[config.mk]
export PLATFORM = sky130hd
export DESIGN_NAME = fetch_unit
export DESIGN_NICKNAME = d
export VERILOG_FILES = /design/src/rtl/fetch_pkg.sv /design/src/rtl/fetch_fifo.sv /design/src/rtl/fetch_unit.sv
export SDC_FILE = /design/constraint.sdc
export NUM_CORES = 1
export LEC_CHECK = 0
export ABC_AREA = 1
export BUFFER_PORTS_ARGS = -buffer_cell sky130_fd_sc_hd__buf_2
export CORE_UTILIZATION = 56
export DETAILED_ROUTE_END_ITERATION = 8
export PLACE_DENSITY = 0.88
export SYNTH_ARGS = -nofsm -noshare
export SYNTH_HDL_FRONTEND = slang
export SYNTH_SLANG_ARGS = --single-unit
[constraint.sdc]
create_clock -name clk -period 5.6 [get_ports clk]
set_clock_uncertainty 0.05 [all_clocks]
set_input_delay 1.12 -clock clk [delete_from_list [all_inputs] [get_ports clk]]
set_output_delay 1.12 -clock clk [all_outputs]
set_load 0.01 [all_outputs]
[src/rtl/fetch_pkg.sv]
// Shared types and constants for the instruction fetch stage.
// fetch_entry_t is what the core sees: the PC and the instruction word fetched from it.
package fetch_pkg;

    localparam int XLEN        = 32;
    localparam int INSTR_BYTES = 4;

    localparam logic [XLEN-1:0] DEFAULT_RESET_PC = 32'h0000_0000;

    // Clears the byte-offset bits so that a PC points at a whole word.
    localparam logic [XLEN-1:0] PC_ALIGN_MASK = ~XLEN'(INSTR_BYTES - 1);

    typedef struct packed {
        logic [31:0] pc;
        logic [31:0] instr;
    } fetch_entry_t;

    typedef enum logic {
        RUN,
        FLUSH
    } fetch_state_t;

endpackage

[src/rtl/fetch_fifo.sv]
// Small synchronous FIFO.
// The fetch unit uses it twice: as the prefetch buffer, and as the queue of PCs that are still waiting for a response.
module fetch_fifo
    import fetch_pkg::*;
#(
    parameter int WIDTH = $bits(fetch_entry_t),
    parameter int DEPTH = 2,
    localparam int AW = $clog2(DEPTH),
    localparam int CW = AW + 1
) (
    input  logic             clk,
    input  logic             reset,
    input  logic             push,
    input  logic             pop,
    input  logic             flush,
    input  logic [WIDTH-1:0] wdata,
    output logic [WIDTH-1:0] rdata,
    output logic             full,
    output logic             empty,
    output logic [CW-1:0]    count
);

    logic [WIDTH-1:0] mem_reg [DEPTH];
    logic [AW-1:0]    wr_ptr_reg;
    logic [AW-1:0]    rd_ptr_reg;
    logic [CW-1:0]    count_reg;
    logic             do_push;
    logic             do_pop;

    assign full    = (count_reg == CW'(DEPTH));
    assign empty   = (count_reg == '0);
    assign count   = count_reg;
    assign rdata   = mem_reg[rd_ptr_reg];
    assign do_pop  = pop && !empty;
    // A full FIFO still accepts a push when the head leaves in the same cycle.
    assign do_push = push && (!full || do_pop);

    always_ff @(posedge clk) begin
        if (do_push) begin
            mem_reg[wr_ptr_reg] <= wdata;
        end
    end

    always_ff @(posedge clk) begin
        if (!reset || flush) begin
            wr_ptr_reg <= '0;
            rd_ptr_reg <= '0;
            count_reg  <= '0;
        end else begin
            if (do_push) begin
                wr_ptr_reg <= wr_ptr_reg + AW'(1);
            end
            if (do_pop) begin
                rd_ptr_reg <= rd_ptr_reg + AW'(1);
            end
            case ({do_push, do_pop})
                2'b10:   count_reg <= count_reg + CW'(1);
                2'b01:   count_reg <= count_reg - CW'(1);
                default: count_reg <= count_reg;
            endcase
        end
    end

endmodule

[src/rtl/fetch_unit.sv]
// Instruction fetch stage: issues sequential word fetches, buffers responses in order, and hands {pc, instr} to the core.
// A redirect flushes the buffer and drops the responses that were still in flight when it arrived.
module fetch_unit
    import fetch_pkg::*;
#(
    parameter logic [XLEN-1:0] RESET_PC = DEFAULT_RESET_PC,
    parameter int              DEPTH    = 2
) (
    input  logic            clk,
    input  logic            reset,
    output logic            imem_req_valid,
    input  logic            imem_req_ready,
    output logic [XLEN-1:0] imem_req_addr,
    input  logic            imem_rsp_valid,
    input  logic [XLEN-1:0] imem_rsp_data,
    input  logic            redirect_valid,
    input  logic [XLEN-1:0] redirect_pc,
    output logic            instr_valid,
    input  logic            instr_ready,
    output logic [XLEN-1:0] instr_pc,
    output logic [XLEN-1:0] instr_data
);

    localparam int CW = $clog2(DEPTH) + 1;

    logic [XLEN-1:0] fetch_pc_reg, fetch_pc_next;
    logic [CW-1:0]   drop_cnt_reg, drop_cnt_next;
    fetch_state_t    state_reg, state_next;

    logic [CW-1:0]   fifo_count;
    logic [CW-1:0]   outstanding;
    logic [CW:0]     credit_used;
    logic            fifo_full, fifo_empty, fifo_push, fifo_pop;
    logic            tag_full, tag_empty, tag_pop;
    logic            req_fire;
    fetch_entry_t    fifo_wdata, fifo_rdata;
    logic [XLEN-1:0] tag_pc;

    // Every request already holds a slot in the buffer, so a response can always be stored.
    assign credit_used    = {1'b0, fifo_count} + {1'b0, outstanding};
    assign imem_req_valid = reset && !redirect_valid && !fifo_full && !tag_full
                            && (credit_used < (CW + 1)'(DEPTH));
    assign imem_req_addr  = fetch_pc_reg;
    assign req_fire       = imem_req_valid && imem_req_ready;

    assign tag_pop    = imem_rsp_valid && !tag_empty;
    assign fifo_pop   = !fifo_empty && instr_ready;
    assign fifo_wdata = '{pc: tag_pc, instr: imem_rsp_data};

    assign instr_valid = !fifo_empty;
    assign instr_pc    = fifo_rdata.pc;
    assign instr_data  = fifo_rdata.instr;

    // PCs of requests still awaiting a response; the count is the outstanding-request count.
    fetch_fifo #(
        .WIDTH (XLEN),
        .DEPTH (DEPTH)
    ) u_tag_fifo (
        .clk   (clk),
        .reset (reset),
        .push  (req_fire),
        .pop   (tag_pop),
        .flush (1'b0),
        .wdata (fetch_pc_reg),
        .rdata (tag_pc),
        .full  (tag_full),
        .empty (tag_empty),
        .count (outstanding)
    );

    fetch_fifo #(
        .WIDTH ($bits(fetch_entry_t)),
        .DEPTH (DEPTH)
    ) u_data_fifo (
        .clk   (clk),
        .reset (reset),
        .push  (fifo_push),
        .pop   (fifo_pop),
        .flush (redirect_valid),
        .wdata (fifo_wdata),
        .rdata (fifo_rdata),
        .full  (fifo_full),
        .empty (fifo_empty),
        .count (fifo_count)
    );

    always_ff @(posedge clk) begin
        if (!reset) begin
            fetch_pc_reg <= RESET_PC;
            drop_cnt_reg <= '0;
            state_reg    <= RUN;
        end else begin
            fetch_pc_reg <= fetch_pc_next;
            drop_cnt_reg <= drop_cnt_next;
            state_reg    <= state_next;
        end
    end

    always_comb begin
        fetch_pc_next = fetch_pc_reg;
        drop_cnt_next = drop_cnt_reg;
        state_next    = state_reg;
        fifo_push     = 1'b0;

        if (redirect_valid) begin
            // Everything still in flight after this cycle's response belongs to the old path.
            fetch_pc_next = redirect_pc & PC_ALIGN_MASK;
            drop_cnt_next = outstanding - CW'(imem_rsp_valid);
            state_next    = (drop_cnt_next != '0) ? FLUSH : RUN;
        end else begin
            if (req_fire) begin
                fetch_pc_next = fetch_pc_reg + XLEN'(INSTR_BYTES);
            end
            case (state_reg)
                RUN: begin
                    fifo_push = imem_rsp_valid;
                end
                FLUSH: begin
                    if (imem_rsp_valid) begin
                        drop_cnt_next = drop_cnt_reg - CW'(1);
                        if (drop_cnt_reg == CW'(1)) begin
                            state_next = RUN;
                        end
                    end
                end
                default: begin
                    state_next = RUN;
                end
            endcase
        end
    end

endmodule

======== Word level (Yosys, flattened, before mapping) ========
Memories as Yosys holds them, arrays and structs flattened. A register that Yosys moved wholly into a read port is not among the register bits.
Cells that the tools add are included.
storage, ports and cells
  memories kept ........................... 2
  logic and storage cells ................. 85
  bits in writable memories ............... 192
  memory bits (read-only) ................. 0
  register bits after elaboration ......... 43
  bits in latches ......................... 0
  output and inout bits ................... 98
  input bits .............................. 70
operators by class
  bitwise operators ....................... 1
  $mul .................................... 0
  shifts and indexed selects .............. 0
  $lt $le $gt $ge ......................... 1
  multiplexer cells ....................... 22
  add/subtract/negate cells ............... 12
  reductions and logical operators ........ 30
  divide/modulo/power cells ............... 0
  eq/ne operators ......................... 7
memories
  name                 depth  bits a word  rd ports  clocked after memory_dff  write ports  RTL line          text
  u_data_fifo.mem_reg  2      64           1         1                         1            fetch_fifo.sv:23  logic [WIDTH-1:0] mem_reg [DEPTH];
  u_tag_fifo.mem_reg   2      32           1         1                         1            fetch_fifo.sv:23
operators by type and width
  operator               number
  $mux 32                2
  $add 32x3->32 const B  1
  $mux 1                 15
  $reduce_bool 2->1      6
  $logic_and 1x1->1      11
  $eq 2x2->1 const B     4
  $pmux 2 s2             2
  $eq 2x1->1 const B     3
  $logic_not 1->1        6
  $mux 2                 3
  $sub 2x1->2 const B    3
  $add 1x1->1 const B    4
  $add 2x1->2 const B    2
  $logic_not 2->1        2
  $add 2x2->3            1
  $logic_or 1x1->1       3
  $lt 3x2->1 const B     1
  $reduce_and 2->1       1
  $reduce_or 2->1        1
  $sub 2x1->2            1
  $not 1->1              1

======== Depth between registers and ports, before layout ========
  depth in word-level cells ............... 9
  mapped depth ............................ 15
  depth with buffers taken out ............ 13

======== Modules after synthesis ========
A second synthesis with hierarchy kept.
second synthesis, totals
  cell total of the unflattened synthesis .. 808
  area total of the unflattened synthesis .. 10088.4 µm²
by module, submodules not included
  module                     times used  area each (µm²)  seq. area each (µm²)  cells each
  fetch_fifo at u_data_fifo  1           4926.0           3943.8                241
  fetch_fifo at u_tag_fifo   1           2623.8           2021.9                142
  fetch_unit                 1           2538.7           660.6                 425

======== Worst setup path before layout ========
Ideal clock, no wire load.
  path kind ............................... input to register
  start ................................... in redirect_valid
  end ..................................... mem u_data_fifo.mem_reg[0][0] (netlist name) (enable)
  stages on the path ...................... 3
  path buffers ............................ 0
  arrival time ............................ 4.091 ns
  setup time .............................. 0.482 ns
  required time ........................... 5.068 ns
  path slack .............................. 0.976 ns
  path through ............................ nor3_1 > o21ai_0 > nor2_1
on the way
  word-level cells in the longest chain between the ends .. 4
ends and longest elaborated chain
  what                          RTL line           text
  from (decl)                   fetch_unit.sv:16   input logic redirect_valid,
  $mux 1                        fetch_unit.sv:105  if (redirect_valid) begin
  $logic_and 1x1->1             fetch_fifo.sv:36   assign do_push = push && (!full || do_pop);
  $mux 1                        fetch_fifo.sv:39   if (do_push) begin
  $mux 1 (not written as such)  fetch_fifo.sv:40   mem_reg[wr_ptr_reg] <= wdata;
  to (decl)                     fetch_fifo.sv:23
No other way between the ends.

======== Worst setup path after layout ========
  start ................................... in reset
  end ..................................... out imem_req_valid
on the way
  word-level cells in the longest chain between the ends .. 4
ends and longest elaborated chain
  what                            RTL line          text
  from (decl)                     fetch_unit.sv:10  input logic reset,
  $logic_and 1x1->1 (3 in a row)  fetch_unit.sv:41  assign imem_req_valid = reset && !redirect_valid && !fifo_full && !tag_full
  $logic_and 1x1->1               fetch_unit.sv:42  && (credit_used < (CW + 1)'(DEPTH));
  to (decl)                       fetch_unit.sv:11  output logic imem_req_valid,
No other way between the ends.

==> qor.yml <==
post_drt_via_cell_ratio: 5.44
yosysWarnings: 0
crit_type: "in2out"
dr.pass1.iters: 7
ant_nets: 0
cp-end-kind: "primary output"
antenna_found_initial: 0
fmax_mhz: 249
synthesis.area_um2: 9440
io_pins: 168
synthCells: 764
grt_setup_unrepaired: "false"
wirelength_mm: 19.8
clk_pin_slew_worst_paths_ps: 60
slew_viol_final: 0
cts_buffers: 23
hpwl_mm: 13.2
crit_fanout: 26
drive_gt1_share_pct: 32.8
powerDensity_nw_per_um2: 331
setup_tns_ps: 0
cts_hold_buf: 0
core_um2: 16500
largest_reg_flops: 124
drcViolationCount: 2
cp.arrival_ps: 2850
routabilityCongestion: 0.914
grt_pass1_wl_mm: 31.6
hold_class: "reg2reg"
postCtsResizedCells: 0
clockBufferDepth: 3
grt_max_degree: 33
setup_viol: 0
yosysTopAreaCell: "edfxtp_1"
finalNetCount: 1012
worstPathRequired_ps: 4430
clockRootBuffer: "clkbuf_16"
chipWidth_um: 132
row_count: 47
num_vias: 6373
portBuffers: 161
p_leak_nw: 4.29
fp.dieH_um: 132
yosysMostFrequentCell: "edfxtp_1"
ir_drop_mv: 0.196
power_w: 0.00372
ys.flop_type: "edfxtp_1"
ys_top_cells_by_count: "edfxtp_1 (184), nand2_1 (148), mux2_2 (92)"
cts.sinks: 227
start_util_pct: 57.1
status: "finished with violations"
post_cts_buffers: 0
post-route-util_pct: 67.9
violations: "DRC"
htreeDepth: 1
synth-seq-cells: 227
clkLatencyLatePin_ps: 510
tightestPinTransition_ps: 1000
slew-limit-headroom_pct: 33.1
final_hold_viol_count: 0
die-area_um2: 17400
yosysUniqueCellTypes: 32
drt_iter0_markers: 451
finalCriticalPeriod_ps: 4020
cts_tree: "done"
antenna_cells: 0
grt_usage_pct: 23.1
fillers: 1162
syn2layout_area_growth_pct: 18.8
overflow: 0
postSynth.asyncResetShare_pct: 0
yosys-top-cells-area: "edfxtp_1 (59%), mux2_2 (11%), dfxtp_1 (9.1%)"
wl_per_cell_um: 16.9
cp-start-kind: "input port"
synth_top_area_share_pct: 58.5
syn_avg_cell_area_um2: 12.4
first_global_vias: 6356
fin_crit_sh_pct: 71.8
synth_edf_count: 184
maxCapViolCount: 0
r2r_slack_ps: 2470
yosysSeqAreaShare_pct: 67.6
## cells by family (layout without fill, tap and decap cells)
logic type / after synthesis / count (layout) / synth area share, %
compound gates: 68 / 68 / 3.82
xor+xnor: 9 / 9 / 0.835
fa+ha+maj: 6 / 6 / 0.875
buf+inv: 93 / 277 / 4.16
flops: 227 / 227 / 67.6
mux: 92 / 92 / 11.0
other cells: 1 / 4 / 0.0397
simple gates: 268 / 268 / 11.7
## layout by cell type (no fill, tap or decap), types with 2 or more instances in the layout
cell and count:
a21oi_1 33, a22oi_1 2, a31oi_1 4, buf_2 161
buf_4 9, bufinv_16 2, clkbuf_1 2, clkbuf_16 23
clkinv_1 4, clkinv_2 3, clkinvlp_4 4, conb_1 4
dfxtp_1 42, edfxtp_1 184, ha_1 5, inv_1 63
inv_2 3, mux2_2 92, nand2_1 148, nand3_1 54
nand4_1 2, nor2_1 52, nor2_2 5, nor2_4 2
o21ai_0 25, o21bai_1 2, xnor2_1 4, xor2_1 5
## where the power goes
group,internal [W],total [W],switching [W]
sequential,0.00190,0.00195,0.0000524
clock,0.000861,0.00148,0.000620
combinational,0.000121,0.000283,0.000162
total,0.00288,0.00372,0.000835
## final cells by class
cell class | count | area (µm²) | area share [%]
Sequential cell | 227 | 6390 | 57.0
Inverter | 67 | 251 | 2.24
Timing Repair Buffer | 170 | 873 | 7.79
Tap cell | 220 | 275 | 2.45
Clock inverter | 14 | 136 | 1.22
Clock buffer | 26 | 597 | 5.32
Multi-Input combinational cell | 447 | 2690 | 24.0
## critical path: stages
cell	delay (ps)
buf_2	240
clkinv_1	720
nor2_1	460
nand2_1	90
nor2_1	90
buf_2	130
## final timing paths
check	start	endpoint	cells after the start
worst min-delay path	u_data_fifo.rd_ptr_reg$_SDFFE_PP0P_	flop	1
worst min register to register	u_data_fifo.rd_ptr_reg$_SDFFE_PP0P_	flop	1
worst max register to register	u_tag_fifo.count[0]$_SDFFE_PN0P_	u_tag_fifo.mem_reg[0][3]$_DFFE_PP_	9
worst max-delay path	reset	imem_req_valid	6
## per-layer routing
metal	wire length [µm]	vias to the layer above	share of wire, %	GRT usage, %
met5	0	-	0	0
met4	580	0	2.9	8.91
met3	1690	45	8.5	4.42
met2	9780	311	49	39.8
met1	7740	3021	39	28.8
li1	-	2996	-	-
## through the flow
step / worst slack [ps] / hold WS (ps) / instances / cell area [µm²]
global placement: 1660 / 385 / 1131 / 10500
CTS: 1620 / 397 / 1171 / 11200
finish: 1580 / 397 / 1171 / 11200
detailed placement: 1560 / 384 / 1131 / 10500
global route: 1410 / 415 / 1171 / 11200
floorplan: 976 / 375 / 767 / 9450
Note: power is estimated with default switching activity, not from simulation.
